--- config.mk ---
export PLATFORM = sky130hd
export DESIGN_NAME = ft2232h_rx_ctrl_flat
export DESIGN_NICKNAME = d
export VERILOG_FILES = /design/src/rtl/ft2232h_rx_ctrl_if.sv /design/src/rtl/ft2232h_rx_ctrl.sv /design/src/flat_wrapper.sv
export SDC_FILE = /design/constraint.sdc
export NUM_CORES = 1
export LEC_CHECK = 0
export BUFFER_PORTS_ARGS = -buffer_cell sky130_fd_sc_hd__clkbuf_2
export CORE_ASPECT_RATIO = 0.75
export CORE_MARGIN = 5
export CORE_UTILIZATION = 57
export CTS_CLUSTER_SIZE = 8
export DETAILED_ROUTE_END_ITERATION = 8
export PLACE_DENSITY = 0.86
export SYNTH_ARGS = -nofsm -noshare
export SYNTH_HDL_FRONTEND = slang
export SYNTH_SLANG_ARGS = --single-unit
--- constraint.sdc ---
create_clock -name clkout_i -period 2.8 [get_ports clkout_i]
set_input_delay 0.7 -clock clkout_i [delete_from_list [all_inputs] [get_ports clkout_i]]
set_output_delay 0.7 -clock clkout_i [all_outputs]
set_load 0.02 [all_outputs]
--- src/rtl/ft2232h_rx_ctrl_if.sv ---
// Bus bundle between the FT2232H RX controller, the FT2232H pins and the command parser.
// master = controller side, slave = pins/consumer side.
interface ft2232h_rx_ctrl_if #(
    parameter int CW = 32
);
    logic [7:0]    data_i;
    logic          rxf_i;
    logic          oe_o;
    logic          rd_o;
    logic [7:0]    dout_o;
    logic          dvalid_o;
    logic          dready_i;
    logic [CW-1:0] rx_count_o;

    modport master (
        input  data_i, rxf_i, dready_i,
        output oe_o, rd_o, dout_o, dvalid_o, rx_count_o
    );

    modport slave (
        output data_i, rxf_i, dready_i,
        input  oe_o, rd_o, dout_o, dvalid_o, rx_count_o
    );
endinterface

--- src/rtl/ft2232h_rx_ctrl.sv ---
// FT2232H sync-245 receive controller: OE#/RD# sequencing into a first-word-fall-through byte FIFO.
// Optional received-byte counter enabled by FT2232H_RX_BYTECOUNT_EN.
module ft2232h_rx_ctrl #(
    parameter int DEPTH = 8,
    parameter int CW    = 32
) (
    input  logic                 clkout_i,
    input  logic                 rst_n_i,
    ft2232h_rx_ctrl_if.master    bus
);
    localparam int AW = $clog2(DEPTH);
    localparam int NW = AW + 1;
    localparam logic [NW-1:0] DEPTH_N = NW'(DEPTH);

    typedef enum logic [1:0] {IDLE, OE, READ} state_t;

    state_t          state_q, state_d;
    logic            oe_q, oe_d;
    logic            rd_q, rd_d;
    logic [7:0]      mem_q [DEPTH];
    logic [AW-1:0]   wptr_q, wptr_d;
    logic [AW-1:0]   rptr_q, rptr_d;
    logic [NW-1:0]   count_q, count_d;
    logic [NW-1:0]   after_pop;
    logic [7:0]      dout_q, dout_d;
    logic            dvalid_q, dvalid_d;
    logic            push, pop;

    always_comb begin
        push      = (state_q == READ) && !bus.rxf_i;
        pop       = dvalid_q && bus.dready_i;
        after_pop = count_q - NW'(pop);
        count_d   = after_pop + NW'(push);
        wptr_d    = wptr_q + AW'(push);
        rptr_d    = rptr_q + AW'(pop);
        dvalid_d  = (count_d != '0);

        // Head register: next stored entry if one remains, else bypass the incoming byte.
        dout_d = dout_q;
        if (after_pop != '0)
            dout_d = mem_q[rptr_d];
        else if (push)
            dout_d = bus.data_i;

        state_d = state_q;
        case (state_q)
            IDLE:    if (!bus.rxf_i && count_d < DEPTH_N) state_d = OE;
            OE:      state_d = bus.rxf_i ? IDLE : READ;
            READ:    if (bus.rxf_i || count_d >= DEPTH_N) state_d = IDLE;
            default: state_d = IDLE;
        endcase

        oe_d = (state_d == IDLE);
        rd_d = (state_d != READ);
    end

    always_ff @(posedge clkout_i or negedge rst_n_i) begin
        if (!rst_n_i) begin
            state_q  <= IDLE;
            oe_q     <= 1'b1;
            rd_q     <= 1'b1;
            wptr_q   <= '0;
            rptr_q   <= '0;
            count_q  <= '0;
            dout_q   <= 8'h00;
            dvalid_q <= 1'b0;
        end else begin
            state_q  <= state_d;
            oe_q     <= oe_d;
            rd_q     <= rd_d;
            wptr_q   <= wptr_d;
            rptr_q   <= rptr_d;
            count_q  <= count_d;
            dout_q   <= dout_d;
            dvalid_q <= dvalid_d;
        end
    end

    // Storage needs no reset; occupancy is tracked by count_q.
    always_ff @(posedge clkout_i) begin
        if (push)
            mem_q[wptr_q] <= bus.data_i;
    end

    assign bus.oe_o     = oe_q;
    assign bus.rd_o     = rd_q;
    assign bus.dout_o   = dout_q;
    assign bus.dvalid_o = dvalid_q;

`ifdef FT2232H_RX_BYTECOUNT_EN
    logic [CW-1:0] rx_cnt_q, rx_cnt_d;

    always_comb rx_cnt_d = rx_cnt_q + CW'(push);

    always_ff @(posedge clkout_i or negedge rst_n_i) begin
        if (!rst_n_i) rx_cnt_q <= '0;
        else          rx_cnt_q <= rx_cnt_d;
    end

    assign bus.rx_count_o = rx_cnt_q;
`else
    assign bus.rx_count_o = '0;
`endif

endmodule

--- src/flat_wrapper.sv ---
// flat-port wrapper written by rule: the top's interface ports become plain ports
module ft2232h_rx_ctrl_flat 
#(
    parameter int DEPTH = 8,
    parameter int CW    = 32
)
  (clkout_i, rst_n_i, bus_data_i, bus_rxf_i, bus_dready_i, bus_oe_o, bus_rd_o, bus_dout_o, bus_dvalid_o, bus_rx_count_o);
  ft2232h_rx_ctrl_if #(.CW(CW)) bus_i ();
  input  logic clkout_i;
  input  logic rst_n_i;
  input wire logic [$bits(bus_i.data_i)-1:0] bus_data_i;
  input wire logic [$bits(bus_i.rxf_i)-1:0] bus_rxf_i;
  input wire logic [$bits(bus_i.dready_i)-1:0] bus_dready_i;
  output wire logic [$bits(bus_i.oe_o)-1:0] bus_oe_o;
  output wire logic [$bits(bus_i.rd_o)-1:0] bus_rd_o;
  output wire logic [$bits(bus_i.dout_o)-1:0] bus_dout_o;
  output wire logic [$bits(bus_i.dvalid_o)-1:0] bus_dvalid_o;
  output wire logic [$bits(bus_i.rx_count_o)-1:0] bus_rx_count_o;
  assign bus_i.data_i = bus_data_i;
  assign bus_i.rxf_i = bus_rxf_i;
  assign bus_i.dready_i = bus_dready_i;
  assign bus_oe_o = bus_i.oe_o;
  assign bus_rd_o = bus_i.rd_o;
  assign bus_dout_o = bus_i.dout_o;
  assign bus_dvalid_o = bus_i.dvalid_o;
  assign bus_rx_count_o = bus_i.rx_count_o;
  ft2232h_rx_ctrl #(.DEPTH(DEPTH), .CW(CW)) u_core (.clkout_i(clkout_i), .rst_n_i(rst_n_i), .bus(bus_i));
endmodule
==> flow_metrics.env, run 1 <==
export IMPL_rows=25
export IMPL_p_sw_frac=0.334
export IMPL_async_reset_ff_frac=0.264
export IMPL_post_route_util=0.654
export IMPL_grt_overflow=0
export IMPL_setup_violations_final=0
export IMPL_syn_avg_cell_area_um2=17.0
export IMPL_cts_buffer_depth=2
export IMPL_cp_required_ns=3.03
export IMPL_nFillCells=441
export IMPL_p_total_w=0.00421
export IMPL_cts_repair_resized=0
export IMPL_rr_worst_depth=7
export IMPL_min_path_type="in -> async"
export IMPL_synthTopCellsByArea="edfxtp_1, dfrtp_1, mux4_2"
export IMPL_use_met2=0.295
export IMPL_grt_use_total=0.175
export IMPL_status="finished clean"
export IMPL_core_area_mm2=0.00641
export IMPL_relSlewSlack=0.585
export IMPL_multiInputGateArea_mm2=0.00115
export IMPL_cp_startpoint="bus_dready_i"
export IMPL_first_global_vias=2040
export IMPL_reg2reg_to="u_core.bus.dvalid_o"
export IMPL_hold_violations=0
export IMPL_diodes=0
export IMPL_synth_ff_type="edfxtp_1"
export IMPL_leakage_nw=1.71
export IMPL_max_freq_mhz=430
export IMPL_path_cells="clkbuf_2 > and2_1 > ha_1 > inv_1 > ha_1 > a211oi_2 > or3_1 > a2111o_1"
export IMPL_cts_tree="yes"
export IMPL_drc=0
export IMPL_power_frac_clock=0.195
export IMPL_seq_area_mm2=0.00250
export IMPL_ys_seq_area_frac=0.655
export IMPL_crit_type="in -> reg"
export IMPL_io_pins=55
export IMPL_drv_slew=0
export IMPL_r2r_start="u_core.bus.dvalid_o"
export IMPL_worst_ir_drop_vdd_mv=0.561
export IMPL_crit_path_top_delay_cell="or3_1"
export IMPL_routed_via_density=5.52
export IMPL_cts_hold_buf=0
export IMPL_detail_route_wl_per_cell_um=19.5
export IMPL_insertion_delay_ns=0.34
export IMPL_grt_max_degree=24
export IMPL_yosysMostFrequentCell="edfxtp_1"
export IMPL_netlist_area_leader_share=0.504
export IMPL_grtUsageMet3=0.0429
export IMPL_area_growth_pct=9.87
export IMPL_dp_hpwl_um=4740
export IMPL_cts_buffers=9
export IMPL_critical_path_top_delay_family="simple AND/OR/NAND/NOR gates"
export IMPL_num_vias=1947
export IMPL_worst_slew_pin_slew_ns=0.622
export IMPL_met1_usage=0.227
export IMPL_fin_skew_ns=0.0100
export IMPL_cp_start_kind="input pin"
export IMPL_fp_dieArea_mm2=0.00845
export IMPL_synth_area_mm2=0.00381
export IMPL_drive_gt1_frac=0.283
export IMPL_cts_sinks=87
export IMPL_dieWidth_um=104
export IMPL_min_period_over_period=0.830
export IMPL_clk_pin_slew_ns=0.08
export IMPL_cts_setup_buffers=0
export IMPL_maxCapViolations=0
export IMPL_critical_path_buf_inv_count=2
export IMPL_nets=287
export IMPL_synth_edf_count=64
export IMPL_port_buffers=22
export IMPL_holdWs_ns=0.353
export IMPL_p_int_w=0.00280
export IMPL_firstDrtPassIters=4
export IMPL_synth_common_cells="edfxtp_1, buf_4, mux2i_1"
export IMPL_critPathMaxFanout=4
export IMPL_clockRootBuffer="clkbuf_8"
export IMPL_routed_wl_um=6870
export IMPL_grt_pass1_wl_um=11000
export IMPL_switchingPower_w=0.00141
export IMPL_cp_end_kind="flip-flop"
export IMPL_yosys_warnings=0
export IMPL_start_util=0.595
export IMPL_cts_htree_levels=3
export IMPL_drt_iter0_drc=108
export IMPL_ant_nets=0
export IMPL_p_seq_frac=0.412
export IMPL_slowest_delay_ns=0.45
export IMPL_syn_inst=224
export IMPL_cpMostUsedCell="ha_1"
export IMPL_gp_congestion=0.773
export IMPL_cp_arrival_ns=2.55
export IMPL_fin_crit_ns=2.32
export IMPL_tns_ns=0
export IMPL_pwr_share_comb=0.393
export IMPL_ys_types=35
export IMPL_r2r_slack_ns=0.51
export IMPL_synth_top_cell_by_area="edfxtp_1"
export IMPL_antenna_found_initial=0
export IMPL_power_density_mw_per_mm2=1000
export IMPL_fp_dieH_um=80.9
export IMPL_grt_setup_unrepaired="false"
export IMPL_busiest_layer="met2"
export IMPL_synth_seq_cells=87
## final cells by class
class | instances | share of cell area
repair buffers | 38 | 0.0579
clock buffers | 12 | 0.0322
flip-flops and latches | 87 | 0.596
inverters | 4 | 0.00358
multi-input cells | 127 | 0.274
clock inverters | 4 | 0.0113
well taps | 81 | 0.0242
## power by group through the flow
stage | Sequential [W] | Combinational, W | Clock, W
after floorplan | 0.00182 | 0.00118 | 0
after global placement | 0.00175 | 0.00162 | 0
after detailed placement | 0.00176 | 0.00167 | 0
after CTS | 0.00173 | 0.00168 | 0.000843
after global routing | 0.00176 | 0.00181 | 0.000902
final | 0.00173 | 0.00165 | 0.000823
## placed cells by master, fill, tap and decap left out, types with 2 or more instances in the layout
master	n
nand2b_1	5
and2_1	3
buf_4	15
ha_1	8
a311o_1	2
mux2i_1	24
nor2b_1	2
clkbuf_8	9
clkbuf_1	3
nor2_1	4
clkbuf_2	22
xor2_1	3
clkinv_2	2
nor3_1	6
dfstp_2	2
conb_1	32
mux4_2	16
dfrtp_1	21
nand2_1	4
o21ai_2	2
inv_1	4
or3_1	3
edfxtp_1	64
## routing by layer
| layer | part of all wire | vias to the layer above |
|---|---|---|
| li1 | - | 870 |
| met1 | 0.39 | 978 |
| met2 | 0.51 | 88 |
| met3 | 0.089 | 11 |
| met4 | 0.013 | 0 |
| met5 | 0 | - |
## flip-flops by register name, indices dropped and copies added (netlist names)
name and cells:
u_core.count_q 4, u_core.bus.rd_o 1, u_core.wptr_q 3, u_core.mem_q 64, u_core.rptr_q 3, u_core.bus.dout_o 8
u_core.state_q 2, u_core.bus.dvalid_o 1, u_core.bus.oe_o 1
## cell families (layout without fill, tap and decap cells)
logic type / after synthesis / after routing / share of synthesized area
compound gates: 10 / 10 / 0.0259
xor+xnor: 5 / 5 / 0.0134
fa+ha+maj: 8 / 8 / 0.0262
buf+inv: 41 / 58 / 0.0738
flops: 87 / 87 / 0.655
mux: 40 / 40 / 0.157
other cells: 1 / 32 / 0.000983
simple gates: 32 / 32 / 0.0469
## worst max-delay path by stage
stage / end / slack, ns / depth (start not counted)
detailed placement: u_core.bus.dvalid_o / 0.15 / 8
finish: u_core.bus.dvalid_o / 0.48 / 8
floorplan: u_core.bus.dout_o[5] / 0.30 / 8
CTS: u_core.bus.dvalid_o / 0.47 / 8
global placement: u_core.bus.dvalid_o / 0.25 / 8
global route: u_core.bus.dvalid_o / 0.39 / 7
## through the flow
stage	std cells	setup slack (ns)	instance area, um^2
after detailed placement	337	0.153	4010
after CTS	353	0.473	4190
after global placement	337	0.249	4010
after global routing	353	0.392	4190
final	353	0.476	4190
after floorplan	255	0.298	3930
Note: power is estimated with default switching activity, not from simulation.
==> inputs of run 2 (changes only) <==
--- a/config.mk
+++ b/config.mk
@@ -5,13 +5,14 @@
 export SDC_FILE = /design/constraint.sdc
 export NUM_CORES = 1
 export LEC_CHECK = 0
+export ABC_AREA = 1
 export BUFFER_PORTS_ARGS = -buffer_cell sky130_fd_sc_hd__clkbuf_2
 export CORE_ASPECT_RATIO = 0.75
 export CORE_MARGIN = 5
-export CORE_UTILIZATION = 57
+export CORE_UTILIZATION = 52
 export CTS_CLUSTER_SIZE = 8
 export DETAILED_ROUTE_END_ITERATION = 8
-export PLACE_DENSITY = 0.86
+export PLACE_DENSITY = 0.82
 export SYNTH_ARGS = -nofsm -noshare
 export SYNTH_HDL_FRONTEND = slang
 export SYNTH_SLANG_ARGS = --single-unit
==> constraint.sdc (replaced) <==
create_clock -name clkout_i -period 1.9 [get_ports clkout_i]
set_input_delay 0.475 -clock clkout_i [delete_from_list [all_inputs] [get_ports clkout_i]]
set_output_delay 0.475 -clock clkout_i [all_outputs]
set_load 0.02 [all_outputs]
==> flow_metrics.env, run 2 <==
export IMPL_synth_seq_cells=87
export IMPL_muxShareOfSynthArea=0
export IMPL_dp_hpwl_um=5620
export IMPL_tns_ns=0
export IMPL_clk_pin_slew_ns=0.09
export IMPL_grt_pass1_wl_um=12600
export IMPL_fin_crit_ns=1.80
export IMPL_layout_commonest_cell="nand2_1"
export IMPL_r2r_start="u_core.bus.dvalid_o"
export IMPL_p_total_w=0.00714
export IMPL_routed_via_density=4.91
export IMPL_area_growth_pct=11.1
export IMPL_antenna_found_initial=0
export IMPL_relSlewSlack=0.609
export IMPL_synth_area_mm2=0.00399
export IMPL_grt_max_degree=34
export IMPL_rr_worst_depth=11
export IMPL_leakage_nw=2.03
export IMPL_fin_skew_ns=0.00545
export IMPL_rows=27
export IMPL_max_freq_mhz=556
export IMPL_cp_required_ns=2.20
export IMPL_core_area_mm2=0.00740
export IMPL_ys_seq_area_frac=0.627
export IMPL_synthSimpleGateAreaFrac=0.198
export IMPL_cts_buffer_depth=2
export IMPL_power_density_mw_per_mm2=1610
export IMPL_grt_use_total=0.171
export IMPL_cts_hold_buf=0
export IMPL_drive_gt1_frac=0.155
export IMPL_synth_top_family_by_area="simple AND/OR/NAND/NOR gates"
export IMPL_synth_common_cells="nand2_1, edfxtp_1, nand3_1"
export IMPL_cp_end_kind="flip-flop"
export IMPL_synthTopCellsByArea="edfxtp_1, dfrtp_1, nand2_1"
export IMPL_synth_ff_type="edfxtp_1"
export IMPL_cp_arrival_ns=2.10
export IMPL_cts_sinks=87
export IMPL_r2r_slack_ns=0.10
export IMPL_detail_route_wl_per_cell_um=14.5
export IMPL_ant_nets=0
export IMPL_crit_path_top_delay_cell="dfrtp_1"
export IMPL_syn_inst=395
export IMPL_yosysMostFrequentCell="nand2_1"
export IMPL_p_sw_frac=0.422
export IMPL_gp_congestion=0.835
export IMPL_cts_setup_buffers=0
export IMPL_post_route_util=0.599
export IMPL_fp_dieH_um=85.9
export IMPL_syn_avg_cell_area_um2=10.1
export IMPL_firstDrtPassIters=5
export IMPL_fin_area_mm2=0.00443
export IMPL_worst_slew_pin_slew_ns=0.587
export IMPL_switchingPower_w=0.00302
export IMPL_min_period_over_period=0.947
export IMPL_synthAdderAreaFrac=0.0251
export IMPL_p_int_w=0.00412
export IMPL_ys_types=20
export IMPL_first_global_vias=2539
export IMPL_pwr_share_comb=0.480
export IMPL_setup_violations_final=0
export IMPL_status="finished clean"
export IMPL_placed_area_mm2=0.00423
export IMPL_slowest_delay_ns=0.38
export IMPL_hold_violations=0
export IMPL_routed_wl_um=7860
export IMPL_synthXorXnorAreaFrac=0.0107
export IMPL_cp_start_kind="flip-flop"
export IMPL_nFillCells=592
export IMPL_power_frac_clock=0.165
export IMPL_final_cell_mix="nand2_1, edfxtp_1, nand3_1, inv_1, conb_1"
export IMPL_yosys_warnings=0
export IMPL_cts_tree="yes"
export IMPL_top_register="u_core.mem_q"
export IMPL_io_pins=55
export IMPL_critical_path_buf_inv_count=3
export IMPL_clockRootBuffer="clkbuf_8"
export IMPL_cpMostUsedCell="nand2_1"
export IMPL_drc=0
export IMPL_start_util=0.539
export IMPL_largest_reg_flops=64
export IMPL_p_seq_frac=0.355
export IMPL_maxCapViolations=0
export IMPL_min_path_type="in -> async"
export IMPL_fp_dieArea_mm2=0.00954
export IMPL_reg2reg_to="u_core.bus.dout_o[1]"
export IMPL_drv_slew=0
export IMPL_cts_htree_levels=3
export IMPL_port_buffers=22
export IMPL_critPathMaxFanout=22
export IMPL_netlist_area_leader_share=0.482
export IMPL_diodes=0
export IMPL_seq_area_mm2=0.00250
export IMPL_synth_compound_gate_area_share=0.0201
export IMPL_insertion_delay_ns=0.37
export IMPL_nets=455
export IMPL_num_vias=2655
export IMPL_dieWidth_um=111
export IMPL_crit_type="reg -> reg"
export IMPL_grt_overflow=0
export IMPL_synth_top_cell_by_area="edfxtp_1"
export IMPL_path_cells="nand2_1 > inv_1 > ha_1 > inv_2 > buf_12 > nand2_1 > nand2_1 > nand2_1 > nand3_1 > nand3_1 > a21oi_1"
export IMPL_cts_buffers=9
export IMPL_synth_edf_count=64
export IMPL_critical_path_top_delay_family="simple AND/OR/NAND/NOR gates"
export IMPL_async_reset_ff_frac=0.264
export IMPL_drt_iter0_drc=268
export IMPL_worst_ir_drop_vdd_mv=0.861
export IMPL_multiInputGateArea_mm2=0.00116
==> run 2: worst max path at each step <==
| stage | start | endpoint | slack, ns | cells past startpoint |
|---|---|---|---|---|
| floorplan | u_core.bus.dvalid_o | u_core.bus.dout_o[3] | 0.05 | 11 |
| CTS | u_core.bus.dvalid_o | u_core.bus.dout_o[6] | 0.11 | 9 |
| finish | u_core.bus.dvalid_o | u_core.bus.dout_o[1] | 0.10 | 11 |
| global route | u_core.bus.dvalid_o | u_core.state_q[0] | -0.006 | 12 |
| detailed placement | bus_dready_i | u_core.bus.dout_o[6] | -0.06 | 10 |
| global placement | bus_dready_i | u_core.bus.dout_o[6] | -0.004 | 12 |
==> run 2: cells by family (layout without fill, tap and decap cells) <==
group,Yosys count,after routing
DFF,87,87
xor gates and xnor gates,4,4
adders and majority gates,8,8
and+or+nand+nor,190,190
AOI/OAI and AO/OA,16,16
buffers and inverters,89,103
other,1,32
==> run 2: worst register-to-register path: cells and delay by family, from the launching register on <==
kind | cells | cell delay, ns
AOI/OAI and AO/OA | 1 | 0.15
adders and majority gates | 1 | 0.35
buffers and inverters | 3 | 0.35
DFF | 1 | 0.38
and+or+nand+nor | 6 | 0.49
==> run 2: final cells by class <==
cell class                      instances  area share
Clock buffer                            9      0.0279
Sequential cell                        87       0.564
Inverter                               46      0.0389
Tap cell                              101      0.0285
Timing Repair Buffer                   41      0.0655
Clock inverter                          7      0.0127
Multi-Input combinational cell        250       0.263
==> run 2: repair_timing <==
item                                   4_1_cts  5_1_grt
setup endpoints to repair                    0        1
gates resized for setup                      0        3
endpoints found under the hold margin        0        0
==> run 2: power groups by stage <==
stage | clock, W | combinational [W] | sequential, W
floorplan | 0 | 0.00217 | 0.00268
global placement | 0 | 0.00318 | 0.00256
detailed placement | 0 | 0.00331 | 0.00256
CTS | 0.00121 | 0.00332 | 0.00252
global route | 0.00130 | 0.00383 | 0.00257
finish | 0.00118 | 0.00343 | 0.00253
==> run 2: routing by layer <==
metal | wire length, um | GRT usage | up-vias | part of all wire
met5 | 0 | 0 | - | 0
met4 | 132 | 0.0519 | 0 | 0.017
met3 | 799 | 0.0642 | 16 | 0.10
met2 | 3320 | 0.249 | 135 | 0.42
met1 | 3610 | 0.239 | 1212 | 0.46
li1 | - | - | 1292 | -
==> run 2: per-stage QoR <==
| stage | instances | hold slack (ns) | worst slack (ns) |
|---|---|---|---|
| 2_1_floorplan | 426 | 0.179 | 0.0457 |
| 3_3_place_gp | 525 | 0.436 | -0.00368 |
| 3_5_place_dp | 525 | 0.448 | -0.0615 |
| 4_1_cts | 541 | 0.0970 | 0.108 |
| 5_1_grt | 541 | 0.128 | -0.00602 |
| 6_report | 541 | 0.0942 | 0.100 |
==> inputs of run 3 (changes only) <==
--- a/config.mk
+++ b/config.mk
@@ -9,10 +9,12 @@
 export BUFFER_PORTS_ARGS = -buffer_cell sky130_fd_sc_hd__clkbuf_2
 export CORE_ASPECT_RATIO = 0.75
 export CORE_MARGIN = 5
-export CORE_UTILIZATION = 52
+export CORE_UTILIZATION = 54
+export CTS_BUF_LIST = sky130_fd_sc_hd__clkbuf_8
 export CTS_CLUSTER_SIZE = 8
 export DETAILED_ROUTE_END_ITERATION = 8
-export PLACE_DENSITY = 0.82
+export MAX_ROUTING_LAYER = met4
+export PLACE_DENSITY = 0.85
 export SYNTH_ARGS = -nofsm -noshare
 export SYNTH_HDL_FRONTEND = slang
 export SYNTH_SLANG_ARGS = --single-unit
==> flow_metrics.env, run 3 (synthesis results as in run 2) <==
export IMPL_status="finished clean"
export IMPL_detail_route_wl_per_cell_um=14.3
export IMPL_fin_crit_ns=1.77
export IMPL_cts_hold_buf=0
export IMPL_crit_type="reg -> reg"
export IMPL_ant_nets=0
export IMPL_routed_via_density=4.89
export IMPL_p_total_w=0.00733
export IMPL_leakage_nw=2.06
export IMPL_io_pins=55
export IMPL_cp_start_kind="flip-flop"
export IMPL_insertion_delay_ns=0.35
export IMPL_setup_violations_final=0
export IMPL_dieWidth_um=109
export IMPL_drc=0
export IMPL_start_util=0.549
export IMPL_crit_path_top_delay_cell="dfrtp_1"
export IMPL_cts_setup_buffers=0
export IMPL_p_int_w=0.00440
export IMPL_gp_congestion=0.858
export IMPL_critical_path_buf_inv_count=3
export IMPL_slowest_delay_ns=0.38
export IMPL_cp_end_kind="flip-flop"
export IMPL_switchingPower_w=0.00293
export IMPL_cp_required_ns=2.17
export IMPL_cts_buffers=9
export IMPL_relSlewSlack=0.603
export IMPL_fp_dieH_um=84.4
export IMPL_p_seq_frac=0.346
export IMPL_tns_ns=0
export IMPL_critical_path_top_delay_family="adder cells"
export IMPL_min_period_over_period=0.934
export IMPL_fp_dieArea_mm2=0.00923
export IMPL_area_growth_pct=12.2
export IMPL_cts_htree_levels=3
export IMPL_drt_iter0_drc=218
export IMPL_nFillCells=582
export IMPL_pwr_share_comb=0.473
export IMPL_grt_pass1_wl_um=12300
export IMPL_path_cells="nand2_1 > inv_1 > ha_4 > ha_1 > inv_1 > buf_12 > nand2_1 > nand3_1 > nand3_1 > a21oi_1"
export IMPL_drv_slew=0
export IMPL_min_path_type="in -> async"
export IMPL_firstDrtPassIters=5
export IMPL_rows=27
export IMPL_worst_slew_pin_slew_ns=0.595
export IMPL_grt_use_total=0.179
export IMPL_num_vias=2657
export IMPL_cts_buffer_depth=2
export IMPL_cts_sinks=87
export IMPL_max_freq_mhz=563
export IMPL_fin_skew_ns=0.00868
export IMPL_dp_cells=527
export IMPL_largest_reg_flops=64
export IMPL_drive_gt1_frac=0.156
export IMPL_grt_setup_unrepaired="true"
export IMPL_layout_commonest_cell="nand2_1"
export IMPL_grt_max_degree=34
export IMPL_first_global_vias=2483
export IMPL_nets=457
export IMPL_cts_repair_resized=0
export IMPL_diodes=0
export IMPL_cp_arrival_ns=2.05
export IMPL_routed_wl_um=7770
export IMPL_antenna_found_initial=0
export IMPL_worst_ir_drop_vdd_mv=0.822
export IMPL_clk_pin_slew_ns=0.08
export IMPL_power_density_mw_per_mm2=1640
export IMPL_maxCapViolations=0
export IMPL_port_buffers=22
export IMPL_top_register="u_core.mem_q"
export IMPL_hold_violations=0
export IMPL_grt_overflow=0
export IMPL_dp_hpwl_um=5370
export IMPL_power_frac_clock=0.181
export IMPL_critPathMaxFanout=13
export IMPL_p_sw_frac=0.400
export IMPL_cts_tree="yes"
export IMPL_layout_cells_non_filler=543
export IMPL_core_area_mm2=0.00726
export IMPL_final_cell_mix="nand2_1, edfxtp_1, inv_1, nand3_1, conb_1"
export IMPL_clockRootBuffer="clkbuf_8"
run 3: power by group through the flow:
stage / registers, W / clock network (W) / logic (W)
global route: 0.00257 / 0.00143 / 0.00385
detailed placement: 0.00257 / 0 / 0.00333
global placement: 0.00255 / 0 / 0.00320
CTS: 0.00253 / 0.00135 / 0.00336
floorplan: 0.00268 / 0 / 0.00217
finish: 0.00254 / 0.00132 / 0.00347
run 3: routing by layer:
metal	routed length, um	share of wire	track usage
met1	3490	0.45	0.255
met2	3510	0.45	0.258
met3	704	0.091	0.0469
met4	59	0.0076	0.0476
met5	0	0	-
run 3: layout make-up:
type	instances	area (um^2)	share of cell area
Inverter	46	173	0.0386
Clock inverter	7	81.3	0.0182
Tap cell	101	126	0.0282
Clock buffer	9	124	0.0277
Timing Repair Buffer	43	313	0.0699
Multi-Input combinational cell	250	1160	0.259
Sequential cell	87	2500	0.558
run 3: stage by stage:
stage / instance area (um^2) / worst slack, ns / utilization / hold WS (ns)
floorplan: 4120 / 0.0457 / - / 0.179
global placement: 4250 / -0.00894 / 0.584 / 0.436
detailed placement: 4250 / -0.0676 / 0.584 / 0.449
CTS: 4450 / 0.0644 / 0.613 / 0.122
global route: 4480 / -0.00781 / 0.617 / 0.163
finish: 4480 / 0.125 / 0.617 / 0.116
run 3: path summary, 6_finish.rpt:
kind,slack [ns],endpoint,start,depth (start not counted)
min in group clkout_i,0.42,u_core.state_q[1],bus_rxf_i,4
max in group asynchronous,1.39,u_core.bus.dout_o[3],rst_n_i,1
max reg2reg,0.13,u_core.bus.dout_o[0],u_core.bus.dvalid_o,10
min,0.12,u_core.bus.dout_o[1],rst_n_i,1
min reg2reg,0.46,u_core.state_q[0],u_core.state_q[1],1
max,0.13,u_core.bus.dout_o[0],u_core.bus.dvalid_o,10
